## config.mk

```make
export PLATFORM = sky130hd
export DESIGN_NAME = int_mul
export DESIGN_NICKNAME = d
export VERILOG_FILES = /design/src/rtl/int_arith_pkg.sv /design/src/rtl/int_mul_booth_step.sv /design/src/rtl/int_mul.sv
export SDC_FILE = /design/constraint.sdc
export NUM_CORES = 1
export LEC_CHECK = 0
export CAP_MARGIN = 20
export CORE_MARGIN = 4
export CORE_UTILIZATION = 50
export CTS_BUF_LIST = sky130_fd_sc_hd__clkbuf_8
export DETAILED_ROUTE_END_ITERATION = 10
export PLACE_DENSITY = 0.77
export SYNTH_ARGS = -nofsm -noshare
export SYNTH_HDL_FRONTEND = slang
export SYNTH_HIERARCHICAL = 1
export SYNTH_SLANG_ARGS = --single-unit
```

## constraint.sdc

```tcl
create_clock -name clk_i -period 6.1 [get_ports clk_i]
set_clock_uncertainty 0.05 [all_clocks]
set_input_delay 1.22 -clock clk_i [delete_from_list [all_inputs] [get_ports clk_i]]
set_output_delay 1.22 -clock clk_i [all_outputs]
set_load 0.05 [all_outputs]
```

## src/rtl/int_arith_pkg.sv

```systemverilog
// -----------------------------------------------------------------------------
// int_arith_pkg
//
// Shared types for the iterative integer units of the FPU integer datapath
// (the Booth multiplier and its companion divider).
//
// Contents:
//   arith_state_t - IDLE / RUN / DONE sequencing states (2-bit encoding).
//   booth_op_t    - action selected by one radix-2 Booth recoding step.
//   booth_decode  - maps a Booth pair {current LSB, previous LSB} to an action.
// -----------------------------------------------------------------------------
package int_arith_pkg;

    typedef enum logic [1:0] {
        IDLE = 2'd0,
        RUN  = 2'd1,
        DONE = 2'd2
    } arith_state_t;

    typedef enum logic [1:0] {
        BOOTH_NOP = 2'd0,
        BOOTH_ADD = 2'd1,
        BOOTH_SUB = 2'd2
    } booth_op_t;

    // Radix-2 Booth recoding: the pair is {multiplier bit i, multiplier bit i-1}.
    // A 0->1 transition going up (pair 10) starts a run of ones and subtracts;
    // the end of a run (pair 01) adds.
    function automatic booth_op_t booth_decode(input logic [1:0] pair);
        booth_op_t op;
        case (pair)
            2'b01:   op = BOOTH_ADD;
            2'b10:   op = BOOTH_SUB;
            default: op = BOOTH_NOP;
        endcase
        return op;
    endfunction

endpackage

```

## src/rtl/int_mul_booth_step.sv

```systemverilog
// -----------------------------------------------------------------------------
// int_mul_booth_step
//
// One combinational radix-2 Booth step for the iterative multiplier.
//
// The accumulator is 2*WIDTH+2 bits: the upper WIDTH+1 bits hold the running
// partial product, the lower WIDTH+1 bits hold the not-yet-consumed multiplier
// bits (LSB first). The step adds/subtracts the extended multiplicand into the
// upper part, then shifts the whole accumulator right arithmetically by one.
//
// Ports:
//   acc_i   [2*WIDTH+1:0] - current accumulator.
//   ext_a_i [WIDTH:0]     - multiplicand, already sign/zero-extended.
//   pair_i  [1:0]         - Booth pair {current multiplier LSB, previous LSB}.
//   acc_o   [2*WIDTH+1:0] - accumulator after add/sub and shift.
// -----------------------------------------------------------------------------
module int_mul_booth_step
    import int_arith_pkg::*;
#(
    parameter int WIDTH = 32
) (
    input  logic [2*WIDTH+1:0] acc_i,
    input  logic [WIDTH:0]     ext_a_i,
    input  logic [1:0]         pair_i,
    output logic [2*WIDTH+1:0] acc_o
);

    localparam int ACC_W = 2 * WIDTH + 2;

    booth_op_t        op;
    logic [WIDTH+1:0] hi_wide;
    logic [WIDTH+1:0] a_wide;
    logic [WIDTH+1:0] sum;

    // The add/subtract is done one bit wider than the partial product so the
    // true sign of the sum survives even when the WIDTH+1-bit result would
    // overflow; that extra bit becomes the sign fed in by the arithmetic shift.
    always_comb begin
        op      = booth_decode(pair_i);
        hi_wide = {acc_i[ACC_W-1], acc_i[ACC_W-1:WIDTH+1]};
        a_wide  = {ext_a_i[WIDTH], ext_a_i};
        sum     = hi_wide;
        case (op)
            BOOTH_ADD: sum = hi_wide + a_wide;
            BOOTH_SUB: sum = hi_wide - a_wide;
            default:   sum = hi_wide;
        endcase
        // Dropping the shifted-out multiplier bit completes the shift; the
        // widened sum occupies the top of the next accumulator.
        acc_o = ACC_W'({sum, acc_i[WIDTH:0]} >> 1);
    end

endmodule

```

## src/rtl/int_mul.sv

```systemverilog
// -----------------------------------------------------------------------------
// int_mul
//
// Iterative sequential integer multiplier using radix-2 Booth recoding, one
// step per clock. Produces the full 2*WIDTH-bit product of two WIDTH-bit
// operands, each independently signed or unsigned. Uses the same start/valid
// handshake as the iterative divider.
//
// Both operands are extended to WIDTH+1 bits (sign- or zero-extension per
// their flag), so every operand combination becomes a signed WIDTH+1 x WIDTH+1
// multiply whose exact result always fits in the 2*WIDTH+2-bit accumulator.
//
// Timing: start accepted at edge 0, RUN spans WIDTH+1 steps, DONE registers
// the product and valid_o is high in the cycle after edge WIDTH+2.
//
// Ports:
//   clk_i        - clock, rising edge.
//   reset_i      - asynchronous reset, active high; aborts any operation.
//   start_i      - request, sampled only in IDLE.
//   a_i, b_i     - multiplicand / multiplier (WIDTH bits).
//   a_signed_i   - 1: a_i is two's complement, 0: unsigned (sampled with start).
//   b_signed_i   - same for b_i.
//   p_lo_o       - product bits [WIDTH-1:0], held until next result or reset.
//   p_hi_o       - product bits [2*WIDTH-1:WIDTH], held likewise.
//   busy_o       - high whenever the unit is not IDLE.
//   valid_o      - one-cycle pulse when p_lo_o/p_hi_o take a new result.
// -----------------------------------------------------------------------------
module int_mul
    import int_arith_pkg::*;
#(
    parameter int WIDTH = 32
) (
    input  logic             clk_i,
    input  logic             reset_i,
    input  logic             start_i,
    input  logic [WIDTH-1:0] a_i,
    input  logic [WIDTH-1:0] b_i,
    input  logic             a_signed_i,
    input  logic             b_signed_i,
    output logic [WIDTH-1:0] p_lo_o,
    output logic [WIDTH-1:0] p_hi_o,
    output logic             busy_o,
    output logic             valid_o
);

    localparam int ACC_W = 2 * WIDTH + 2;
    localparam int CNT_W = $clog2(WIDTH + 1);

    arith_state_t     state_q, state_d;
    logic [CNT_W-1:0] cnt_q,   cnt_d;
    logic [ACC_W-1:0] acc_q,   acc_d;
    logic [WIDTH:0]   ext_a_q, ext_a_d;
    logic             prev_q,  prev_d;
    logic [WIDTH-1:0] p_lo_q,  p_lo_d;
    logic [WIDTH-1:0] p_hi_q,  p_hi_d;
    logic             valid_q, valid_d;

    logic [WIDTH:0]   ext_a_in;
    logic [WIDTH:0]   ext_b_in;
    logic [ACC_W-1:0] acc_step;

    // The extension bit is the operand MSB only when that operand is signed;
    // otherwise the operand is treated as a non-negative WIDTH+1-bit value.
    always_comb begin
        ext_a_in = {a_signed_i & a_i[WIDTH-1], a_i};
        ext_b_in = {b_signed_i & b_i[WIDTH-1], b_i};
    end

    int_mul_booth_step #(
        .WIDTH (WIDTH)
    ) u_booth_step (
        .acc_i   (acc_q),
        .ext_a_i (ext_a_q),
        .pair_i  ({acc_q[0], prev_q}),
        .acc_o   (acc_step)
    );

    // Next-state and datapath control. The multiplier is loaded into the low
    // half of the accumulator with the partial-product half cleared, so each
    // Booth step consumes the multiplier LSB as the shift pulls the product in.
    // The counter starts at WIDTH and the step at count zero still executes,
    // giving the WIDTH+1 steps a WIDTH+1-bit multiplier needs.
    always_comb begin
        state_d = state_q;
        cnt_d   = cnt_q;
        acc_d   = acc_q;
        ext_a_d = ext_a_q;
        prev_d  = prev_q;
        p_lo_d  = p_lo_q;
        p_hi_d  = p_hi_q;
        valid_d = 1'b0;

        case (state_q)
            IDLE: begin
                if (start_i) begin
                    state_d = RUN;
                    ext_a_d = ext_a_in;
                    acc_d   = {{(WIDTH + 1){1'b0}}, ext_b_in};
                    prev_d  = 1'b0;
                    cnt_d   = CNT_W'(WIDTH);
                end
            end
            RUN: begin
                acc_d  = acc_step;
                prev_d = acc_q[0];
                if (cnt_q == '0) begin
                    state_d = DONE;
                end else begin
                    cnt_d = cnt_q - CNT_W'(1);
                end
            end
            DONE: begin
                p_lo_d  = acc_q[WIDTH-1:0];
                p_hi_d  = acc_q[2*WIDTH-1:WIDTH];
                valid_d = 1'b1;
                state_d = IDLE;
            end
            default: begin
                state_d = IDLE;
            end
        endcase
    end

    // State and datapath registers. Reset clears everything, which also
    // guarantees an aborted operation can never produce a valid pulse.
    always_ff @(posedge clk_i or posedge reset_i) begin
        if (reset_i) begin
            state_q <= IDLE;
            cnt_q   <= '0;
            acc_q   <= '0;
            ext_a_q <= '0;
            prev_q  <= 1'b0;
            p_lo_q  <= '0;
            p_hi_q  <= '0;
            valid_q <= 1'b0;
        end else begin
            state_q <= state_d;
            cnt_q   <= cnt_d;
            acc_q   <= acc_d;
            ext_a_q <= ext_a_d;
            prev_q  <= prev_d;
            p_lo_q  <= p_lo_d;
            p_hi_q  <= p_hi_d;
            valid_q <= valid_d;
        end
    end

    assign p_lo_o  = p_lo_q;
    assign p_hi_o  = p_hi_q;
    assign valid_o = valid_q;
    assign busy_o  = (state_q != IDLE);

endmodule
```

==> metrics.txt <==
CP Max Fanout 7; Pint 3900 uW; Critical Path AT 4.78 ns; sequential share of the synthesized area 42.9%; type of element capturing the critical path flip-flop; Worst VDD drop 0.000268 V; total power 7670 uW; Post-CTS Setup Repair Bufs 0; standby leakage power 0.00532 uW; Fill cells 1,825; power share of the clock group 10.3%; vertical die dimension 150 um; area overhead of the layout relative to synthesis 16.3%; drt first pass iters 8; Sequential cell area 0.00433 sq mm; power density over cell area 654 mW/mm^2; cell area after technology mapping 0.0101 sq mm; Worst setup SP type flip-flop; Seq cells post-synth 173; final total negative setup slack 0 ns; clk sinks 173; post-synthesis area per instance 8.59 sq um; average wire per cell in the routed design 15.5 um; number of buffers on the longest clock path 2; TritonCTS clock tree yes; Crit Path Class flip-flop to flip-flop; Slew Limit Fails 0; endpoints failing setup 0; largest stage delay on the critical path 0.64 ns; proportion of register bits with asynchronous set or reset after synthesis 100%; critical-path cell list nor2_1, nor4b_1, nand2_1, nor4_1, a21oi_1, xnor2_1, ha_1, nand2_1, o31ai_1, a21o_2, or4b_1, a21o_1, o211ai_2, xor2_1, nand2_1, o21ai_0; share of post-route cells with drive strength above 1 7.48%; Die Width 150 um; H-tree depth 4; final hold violations 0; number of nets in the final layout 1,350; post-synthesis instance total 1,173; count of flip-flops with a built-in enable after synthesis 0; first-pass GRT wire length 39,200 um; fraction of power spent switching nets 49.1%; clock transition time at the flip-flop clock pins of the worst setup and hold paths 0.09 ns; hold crit path type flip-flop to flip-flop; number of antenna repair diodes 0; row cnt 51; TritonCTS Buffers 17; I/O pin cnt 135; HPWL after detailed placement 16,700 um; insertion delay of the later-clocked pin in the worst-skew pair 0.46 ns; initial antenna violation count 0; most frequent CP cell sky130_fd_sc_hd__nand2_1; GPL Wtd Cong 0.910; Tcrit/Tclk final 72.9%; min Tclk post-route 4.45 ns; Top FF cell, synth sky130_fd_sc_hd__dfrtp_1; unrepaired setup endpoints after global routing false; power dissipated by switching net loads 3770 uW; cell at the slowest stage of the critical path sky130_fd_sc_hd__nor4b_1; initial cell density of the core 51.3%; largest net degree at the start of global routing 101; number of maximum-capacitance constraint violations 0; Syn Nets 1,280; Yosys Warn Count 6; Combinational Power Share 62.3%; post-route antenna net violation count 0; multi-input gate area in the final layout 0.00516 sq mm; routed wire length 23,500 um; 1st-iter DRT viols 488; DRC viols 0; library cells used by synthesis 66; clock root cell sky130_fd_sc_hd__clkbuf_8; post-detailed-route via-to-cell ratio 5.36; quantity of I/O buffers inserted on ports 134; CP required 6.43 ns; core region area 0.0197 sq mm; result of the run finished clean; GRT Total Usage 21.5%; Reg power frac 27.4%; vias after detailed routing 8,156; vias in the first global route 7,868; Max Freq 225 MHz; CTS Hold Bufs 0; number of resized instances in the post-cts repair step 0; headroom to the max-slew limit 40.1%; Slew @ Worst Pin 0.899 ns; Remaining Overflow, GRT 0; die area 0.0225 sq mm
## through the flow
stage / instances / cell area [sq um] / setup slack (ns) / utilization [%] / hold WS, ns
floorplan: 1173 / 10100 / 0.142 / - / 0.411
CTS: 1521 / 11700 / 1.65 / 59.7 / 0.434
detailed placement: 1489 / 11300 / 1.69 / 57.7 / 0.411
global route: 1521 / 11700 / 1.18 / 59.7 / 0.457
global placement: 1489 / 11300 / 1.80 / 57.7 / 0.407
finish: 1521 / 11700 / 1.65 / 59.7 / 0.426
## state kept, by name (all words and copies together) (netlist names)
signal and flops:
acc_q 66, cnt_q 6, ext_a_q 33, p_hi_o 32, p_lo_o 32, prev_q 1, state_q 2, valid_o 1
## logic make-up (layout without fill, tap and decap cells)
group | count (synthesis) | count (layout) | synth area share (%)
AND/OR/NAND/NOR | 479 | 479 | 20.3
multiplexers | 67 | 67 | 7.05
adder cells (fa/ha/maj) | 38 | 38 | 4.79
flip-flops | 173 | 173 | 42.9
buffers and inverters | 118 | 201 | 6.01
AO/OA/AOI/OAI | 240 | 240 | 13.8
XOR/XNOR | 58 | 58 | 5.04
## cell usage after synthesis, types with 9 or more instances
library cell | number | area share [%]
sky130_fd_sc_hd__a21o_1 | 17 | 1.3
sky130_fd_sc_hd__a21oi_1 | 59 | 2.9
sky130_fd_sc_hd__buf_1 | 9 | 0.34
sky130_fd_sc_hd__buf_4 | 34 | 2.5
sky130_fd_sc_hd__clkbuf_1 | 43 | 1.6
sky130_fd_sc_hd__dfrtp_1 | 173 | 43
sky130_fd_sc_hd__ha_1 | 37 | 4.6
sky130_fd_sc_hd__inv_1 | 23 | 0.86
sky130_fd_sc_hd__mux2_2 | 32 | 3.6
sky130_fd_sc_hd__mux2i_1 | 35 | 3.5
sky130_fd_sc_hd__nand2_1 | 363 | 14
sky130_fd_sc_hd__nand2b_1 | 9 | 0.56
sky130_fd_sc_hd__nand4_1 | 9 | 0.56
sky130_fd_sc_hd__nor2_1 | 35 | 1.3
sky130_fd_sc_hd__nor3_1 | 14 | 0.70
sky130_fd_sc_hd__o21ai_0 | 116 | 5.8
sky130_fd_sc_hd__xnor2_1 | 43 | 3.7
sky130_fd_sc_hd__xor2_1 | 15 | 1.3
## power by group through the flow
stage,sequential [uW],combinational [uW],clock [uW]
floorplan,2480,3340,0
global placement,2100,4680,0
detailed placement,2120,4740,0
CTS,2100,4760,816
global route,2180,5310,865
finish,2100,4780,789
## cell type report
type	count	area share, %
Timing Repair Buffer	145	12.1
Clock buffer	18	2.11
Sequential cell	173	36.9
Clock inverter	14	1.17
Multi-Input combinational cell	882	44.0
Tap cell	265	2.83
Inverter	24	0.811
## critical path: cells and delay by family (launching register included)
kind,cells,cell delay [ns]
XOR/XNOR,2,0.31
adder cells (fa/ha/maj),1,0.36
AO/OA/AOI/OAI,6,0.86
AND/OR/NAND/NOR,7,2.36
flip-flops,1,0.42
## placed cells by master, fill, tap and decap left out, types with 3 or more instances in the layout
| master | instances |
|---|---|
| sky130_fd_sc_hd__clkbuf_8 | 18 |
| sky130_fd_sc_hd__o31ai_1 | 4 |
| sky130_fd_sc_hd__o21bai_1 | 5 |
| sky130_fd_sc_hd__nor3b_1 | 3 |
| sky130_fd_sc_hd__clkinv_4 | 3 |
| sky130_fd_sc_hd__and3_1 | 4 |
| sky130_fd_sc_hd__o211ai_1 | 5 |
| sky130_fd_sc_hd__o21a_1 | 3 |
| sky130_fd_sc_hd__nor2b_1 | 4 |
| sky130_fd_sc_hd__mux2_2 | 32 |
| sky130_fd_sc_hd__nor4_1 | 5 |
| sky130_fd_sc_hd__a211oi_1 | 4 |
| sky130_fd_sc_hd__nand3_1 | 6 |
| sky130_fd_sc_hd__nand4_1 | 9 |
| sky130_fd_sc_hd__o21ai_0 | 116 |
| sky130_fd_sc_hd__nand2b_1 | 8 |
| sky130_fd_sc_hd__a31oi_1 | 4 |
| sky130_fd_sc_hd__mux2i_1 | 35 |
| sky130_fd_sc_hd__nor2_1 | 35 |
| sky130_fd_sc_hd__or3_1 | 3 |
| sky130_fd_sc_hd__inv_1 | 22 |
| sky130_fd_sc_hd__nor3_1 | 14 |
| sky130_fd_sc_hd__and2_1 | 5 |
| sky130_fd_sc_hd__xor2_1 | 15 |
| sky130_fd_sc_hd__dfrtp_1 | 173 |
| sky130_fd_sc_hd__nand2_1 | 363 |
| sky130_fd_sc_hd__a21oi_1 | 59 |
| sky130_fd_sc_hd__ha_1 | 37 |
| sky130_fd_sc_hd__a21o_1 | 17 |
| sky130_fd_sc_hd__a211o_1 | 3 |
| sky130_fd_sc_hd__inv_6 | 6 |
| sky130_fd_sc_hd__xnor2_1 | 43 |
| sky130_fd_sc_hd__clkdlybuf4s50_1 | 134 |
| sky130_fd_sc_hd__buf_4 | 11 |
## path summary, 6_finish.rpt
check / start / to / slack (ns) / depth (start not counted)
max: ext_a_q[2] / acc_q[65] / 1.65 / 16
min: p_hi_o[14] / p_hi_o[14] / 0.43 / 2
max reg2reg: ext_a_q[2] / acc_q[65] / 1.65 / 16
min reg2reg: p_hi_o[14] / p_hi_o[14] / 0.43 / 2
max in group asynchronous: reset_i / ext_a_q[3] / 3.70 / 3
min in group asynchronous: reset_i / p_lo_o[10] / 1.30 / 2
## per-layer routing
metal	routed length, um	share of wire, %	GRT usage (%)
met1	11100	47	30.1
met2	10800	46	34.9
met3	1250	5.3	4.33
met4	311	1.3	4.48
met5	0	0	0
Note: power is estimated with default switching activity, not from simulation.
==> RTL change 1: new RTL, config.mk and constraints unchanged <==
Remove the register `valid_q`: a continuous assignment takes its place, so the output `valid_o` follows one clock earlier.
--- a/src/rtl/int_mul.sv
+++ b/src/rtl/int_mul.sv
@@ -132,7 +132,6 @@
             prev_q  <= 1'b0;
             p_lo_q  <= '0;
             p_hi_q  <= '0;
-            valid_q <= 1'b0;
         end else begin
             state_q <= state_d;
             cnt_q   <= cnt_d;
@@ -141,9 +140,10 @@
             prev_q  <= prev_d;
             p_lo_q  <= p_lo_d;
             p_hi_q  <= p_hi_d;
-            valid_q <= valid_d;
         end
     end
+
+    assign valid_q = valid_d;
 
     assign p_lo_o  = p_lo_q;
     assign p_hi_o  = p_hi_q;
Function: same outputs for any inputs over 10 cycles, from zero or initial values and one cycle with reset_i high; that may be too few to reach the edited logic, so the function may still have changed.
==> RTL change 1 against the unedited design <==
Synthesized cell count unchanged. First-iteration DRC count up 5.1%. Sequential cell count down 1. Count of clock-buffer cells in the layout down 1. Die area up 0.62%. Routed wire length up 1.5%. Cell area up 0.65%. Synthesized area up 0.66%. Sequential share of layout area down 0.45 points. Worst setup slack better by 0.31 ns. Critical path type unchanged. Largest cell class unchanged.
Power is not shown: default switching activity piles up to over one toggle a cycle in this logic, so the estimate is an artifact.
==> RTL change 1: results (changes against the unedited design) <==
| Metric | Value |
|---|---|
| CP max stage delay | `0.51 ns (-0.13 ns)` |
| Worst R2R Start | `ext_a_q[2]` |
| Largest net degree at the start of global routing | `94 (-6.9%)` |
| Clk buf depth | `2 (unchanged)` |
| Final hold slack | `0.428 ns (+0.00216 ns)` |
| CP top delay family | `simple AND/OR/NAND/NOR gates` |
| Reg2reg end | `acc_q[59]` |
| Drt pass-1 iters | `5 (-3)` |
| Worst hold start | `p_hi_o[23]` |
| CTS root buffer | `clkbuf_8` |
| Most common cell in the netlist | `nand2_1` |
| DP Area | `11400 um^2 (+0.51%)` |
| Sequential cell area fraction in the yosys report | `42.4% (-0.53 points)` |
| Yosys cell types | `70 (+6.1%)` |
| IO Port Bufs | `134 (unchanged)` |
| Ant diodes | `0 (unchanged)` |
| CTS resizes | `0 (unchanged)` |
| Outcome | `finished clean` |
| First-pass GRT wire length | `39900 um (+1.8%)` |
| Num CTS Buffers | `17 (unchanged)` |
| H-tree depth | `4 (unchanged)` |
| Synth area leaders | `dfrtp_1, nand2_1, o21ai_0, ha_1, xnor2_1` |
| YS warnings | `6 (unchanged)` |
| Post-CTS setup buffers | `0 (unchanged)` |
| Ys async rst share | `100% (unchanged)` |
| Placer Congestion | `0.937 (+3.0%)` |
| Initial antenna violation count | `0 (unchanged)` |
| Initial DRC count | `513 (+5.1%)` |
| Regs by FF count | `acc_q x66, ext_a_q x33` |
| Sink of the worst hold path | `p_hi_o[23]` |
| Worst-margin pin slew | `0.855 ns (-0.0441 ns)` |
| Post-route ant nets | `0 (unchanged)` |
| Fillers | `1701 (-6.8%)` |
| Tot GR Track Use | `21.6% (+0.15 points)` |
| Post-synth top cells | `nand2_1, dfrtp_1, o21ai_0` |
| Post-DP HPWL | `16500 um (-0.80%)` |
| Hold path cells | `2 (unchanged)` |
| Vias in the first global route | `8097 (+2.9%)` |
| R2R setup slack | `1.97 ns (+0.31 ns)` |
| Reg2reg path depth | `16 (unchanged)` |
| CP Max Fanout | `6 (-1)` |
| Net Count, Synth | `1280 (unchanged)` |
| Reg clk slew, reported paths | `0.11 ns (+0.02 ns)` |
| Layout cell share with drive strength beyond 1 | `7.81% (+0.33 points)` |
| Slowest-stage cell, CP | `nor4_1` |
| DRT Wirelength | `23900 um (+1.5%)` |
| Vias | `8296 (+1.7%)` |
==> RTL change 1: changes by cell type after synthesis, moves of 4 or more <==
| cell | before | now |
|---|---|---|
| a21oi_1 | 59 | 54 |
| a31oi_1 | 4 | 8 |
| nand2_1 | 363 | 346 |
| nand3_1 | 6 | 12 |
==> RTL change 1: metrics by stage <==
stage | setup WS (ns) | cells
global placement | 2.09 | 1487
CTS | 2.02 | 1519
detailed placement | 2.06 | 1487
global route | 1.54 | 1519
floorplan | 0.170 | 1173
finish | 1.97 | 1519
==> RTL change 1: cells by family after synthesis <==
family,synth area share [%]
AOI/OAI and AO/OA,14.6
muxes,6.91
DFF,42.4
and+or+nand+nor,20.3
buffers and inverters,6.06
adders and majority gates,4.76
xor gates and xnor gates,5.01
==> RTL change 1: layer usage <==
layer / GRT usage (%) / up-vias / share of wire [%]
li1: - / 4101 / -
met1: 30.7 / 3936 / 48
met2: 34.8 / 228 / 45
met3: 3.55 / 31 / 5.1
met4: 5.40 / 0 / 1.5
met5: 0 / - / 0
==> RTL change 1: how the worst max path moves through the flow <==
stage                    start   endpoint  slack (ns)  depth (start not counted)
global placement        prev_q  acc_q[60]        2.09                         15
finish              ext_a_q[2]  acc_q[59]        1.97                         16
global route        ext_a_q[2]  acc_q[59]        1.54                         16
CTS                 ext_a_q[2]  acc_q[59]        2.02                         16
detailed placement      prev_q  acc_q[58]        2.06                         15
floorplan              reset_i   acc_q[0]        0.17                          1
==> RTL change 1: final cells by class <==
type                            instances  area [um^2]  area share, %
Sequential cell                       172         4300           36.5
Multi-Input combinational cell        881         5240           44.4
Timing Repair Buffer                  145         1420           12.1
Inverter                               24         95.1          0.806
Clock inverter                         15          170           1.44
Clock buffer                           17          234           1.98
Tap cell                              265          332           2.81
==> RTL change 1: worst reg2reg max path: stages (launching register included) <==
cell      delay [ns]
dfrtp_1         0.45
nor4_1          0.51
and3_1          0.39
nand2_1         0.09
nor3_1          0.20
nor2_1          0.08
xnor2_1         0.19
ha_1            0.33
and2_0          0.27
a221o_1         0.35
a21oi_1         0.15
o21ai_0         0.10
a32o_2          0.29
and3_4          0.18
a311oi_1        0.26
nand2_1         0.08
o21ai_0         0.10
==> RTL change 2: new RTL, config.mk and constraints unchanged <==
Made on the original files. `WIDTH` is set to 32 in 2 places; all go to 16.
--- a/src/rtl/int_mul_booth_step.sv
+++ b/src/rtl/int_mul_booth_step.sv
@@ -17,7 +17,7 @@
 module int_mul_booth_step
     import int_arith_pkg::*;
 #(
-    parameter int WIDTH = 32
+    parameter int WIDTH = 16
 ) (
     input  logic [2*WIDTH+1:0] acc_i,
     input  logic [WIDTH:0]     ext_a_i,
--- a/src/rtl/int_mul.sv
+++ b/src/rtl/int_mul.sv
@@ -28,7 +28,7 @@
 module int_mul
     import int_arith_pkg::*;
 #(
-    parameter int WIDTH = 32
+    parameter int WIDTH = 16
 ) (
     input  logic             clk_i,
     input  logic             reset_i,
Interface: changed (resized a_i, b_i, p_hi_o and p_lo_o); port bits go from 135 to 71. No check against the original RTL was run, so the function may have changed too.
==> RTL change 2 against the unedited design <==
Synthesized area decreased by 46%. Core utilization down 0.090 points. Non-clock buffer count decreased by 72. Sequential share of layout area rose by 0.18 points. Routed wire length shrank 50%. Sequential cell count shrank 81. Synthesized cell count down 50%. Worst setup slack improved by 1.1 ns. Cell area down 47%. Die area shrank 44%.
Power is not shown: default switching activity piles up to over one toggle a cycle in this logic, so the estimate is an artifact.
==> RTL change 2: results (changes against the unedited design) <==
| Metric | Value |
|---|---|
| R2R setup slack | `2.72 ns (+1.07 ns)` |
| Post-synth top cells | `nand2_1, dfrtp_1, a21oi_1` |
| Crit path DAT | `3.60 ns (-1.18 ns)` |
| Sequential cell area fraction in the yosys report | `42.5% (-0.41 points)` |
| Worst Setup EP | `acc_q[32]` |
| IO Port Bufs | `70 (-48%)` |
| Reg2reg path depth | `17 (+1)` |
| Drt pass-1 iters | `4 (-4)` |
| Worst R2R Start | `ext_a_q[0]` |
| Clock latency on the worst-skew pair | `0.38 ns (-0.08 ns)` |
| Outcome | `finished clean` |
| Mux contribution to synthesized area | `7.88% (+0.83 points)` |
| Vias in the first global route | `4046 (-49%)` |
| Adder-Cell Fraction of Synth Area | `4.99% (+0.20 points)` |
| Hold path cells | `1 (-1)` |
| Vias per inst | `5.49 (+2.4%)` |
| Tot GR Track Use | `19.5% (-2.0 points)` |
| Num CTS Buffers | `9 (-8)` |
| Initial DRC count | `219 (-55%)` |
| Layout cell share with drive strength beyond 1 | `6.07% (-1.4 points)` |
| Post-DP HPWL | `8240 um (-51%)` |
| CP max stage delay | `0.43 ns (-0.21 ns)` |
| First-pass GRT wire length | `20000 um (-49%)` |
| Routed len/inst | `15.4 um (-0.70%)` |
| Slowest-stage cell, CP | `dfrtp_1` |
| Regs by FF count | `acc_q x34, ext_a_q x17` |
| Synth area leaders | `dfrtp_1, nand2_1, mux2_1, ha_1, xnor2_1` |
-- RTL change 2: per-layer routing --
| layer | wire [um] | GRT usage, % |
|---|---|---|
| met5 | 0 | 0 |
| met4 | 189 | 7.61 |
| met3 | 407 | 2.21 |
| met2 | 5540 | 31.0 |
| met1 | 5560 | 27.7 |
-- RTL change 2: worst min-delay path by stage --
stage               startpoint         end
floorplan             cnt_q[4]  state_q[1]
global placement     p_lo_o[2]   p_lo_o[2]
detailed placement   p_lo_o[3]   p_lo_o[3]
CTS                   cnt_q[4]  state_q[1]
global route         p_lo_o[3]   p_lo_o[3]
finish               p_hi_o[6]   p_hi_o[6]
-- RTL change 2: metrics by stage --
stage	hold slack (ns)	util, %	setup slack [ns]	std cells	cell area, um^2
after floorplan	0.397	-	2.44	585	5410
after global placement	0.416	57.8	2.87	747	6020
after detailed placement	0.424	57.8	2.80	747	6020
after CTS	0.443	59.6	2.75	762	6200
after global routing	0.456	59.6	2.33	762	6200
final	0.438	59.6	2.72	762	6200
-- RTL change 2: final cells by class --
| class | count | share of cell area [%] |
|---|---|---|
| inverters | 17 | 1.05 |
| clock buffers | 9 | 2.00 |
| flip-flops and latches | 92 | 37.1 |
| well taps | 136 | 2.74 |
| clock inverters | 6 | 1.05 |
| repair buffers | 73 | 11.7 |
| multi-input cells | 429 | 44.4 |
-- RTL change 2: cells by family (layout without fill, tap and decap cells) --
family | count (synthesis) | in the layout
buffers and inverters | 64 | 105
adder cells (fa/ha/maj) | 21 | 21
AO/OA/AOI/OAI | 117 | 117
flip-flops | 92 | 92
multiplexers | 38 | 38
XOR/XNOR | 30 | 30
AND/OR/NAND/NOR | 223 | 223
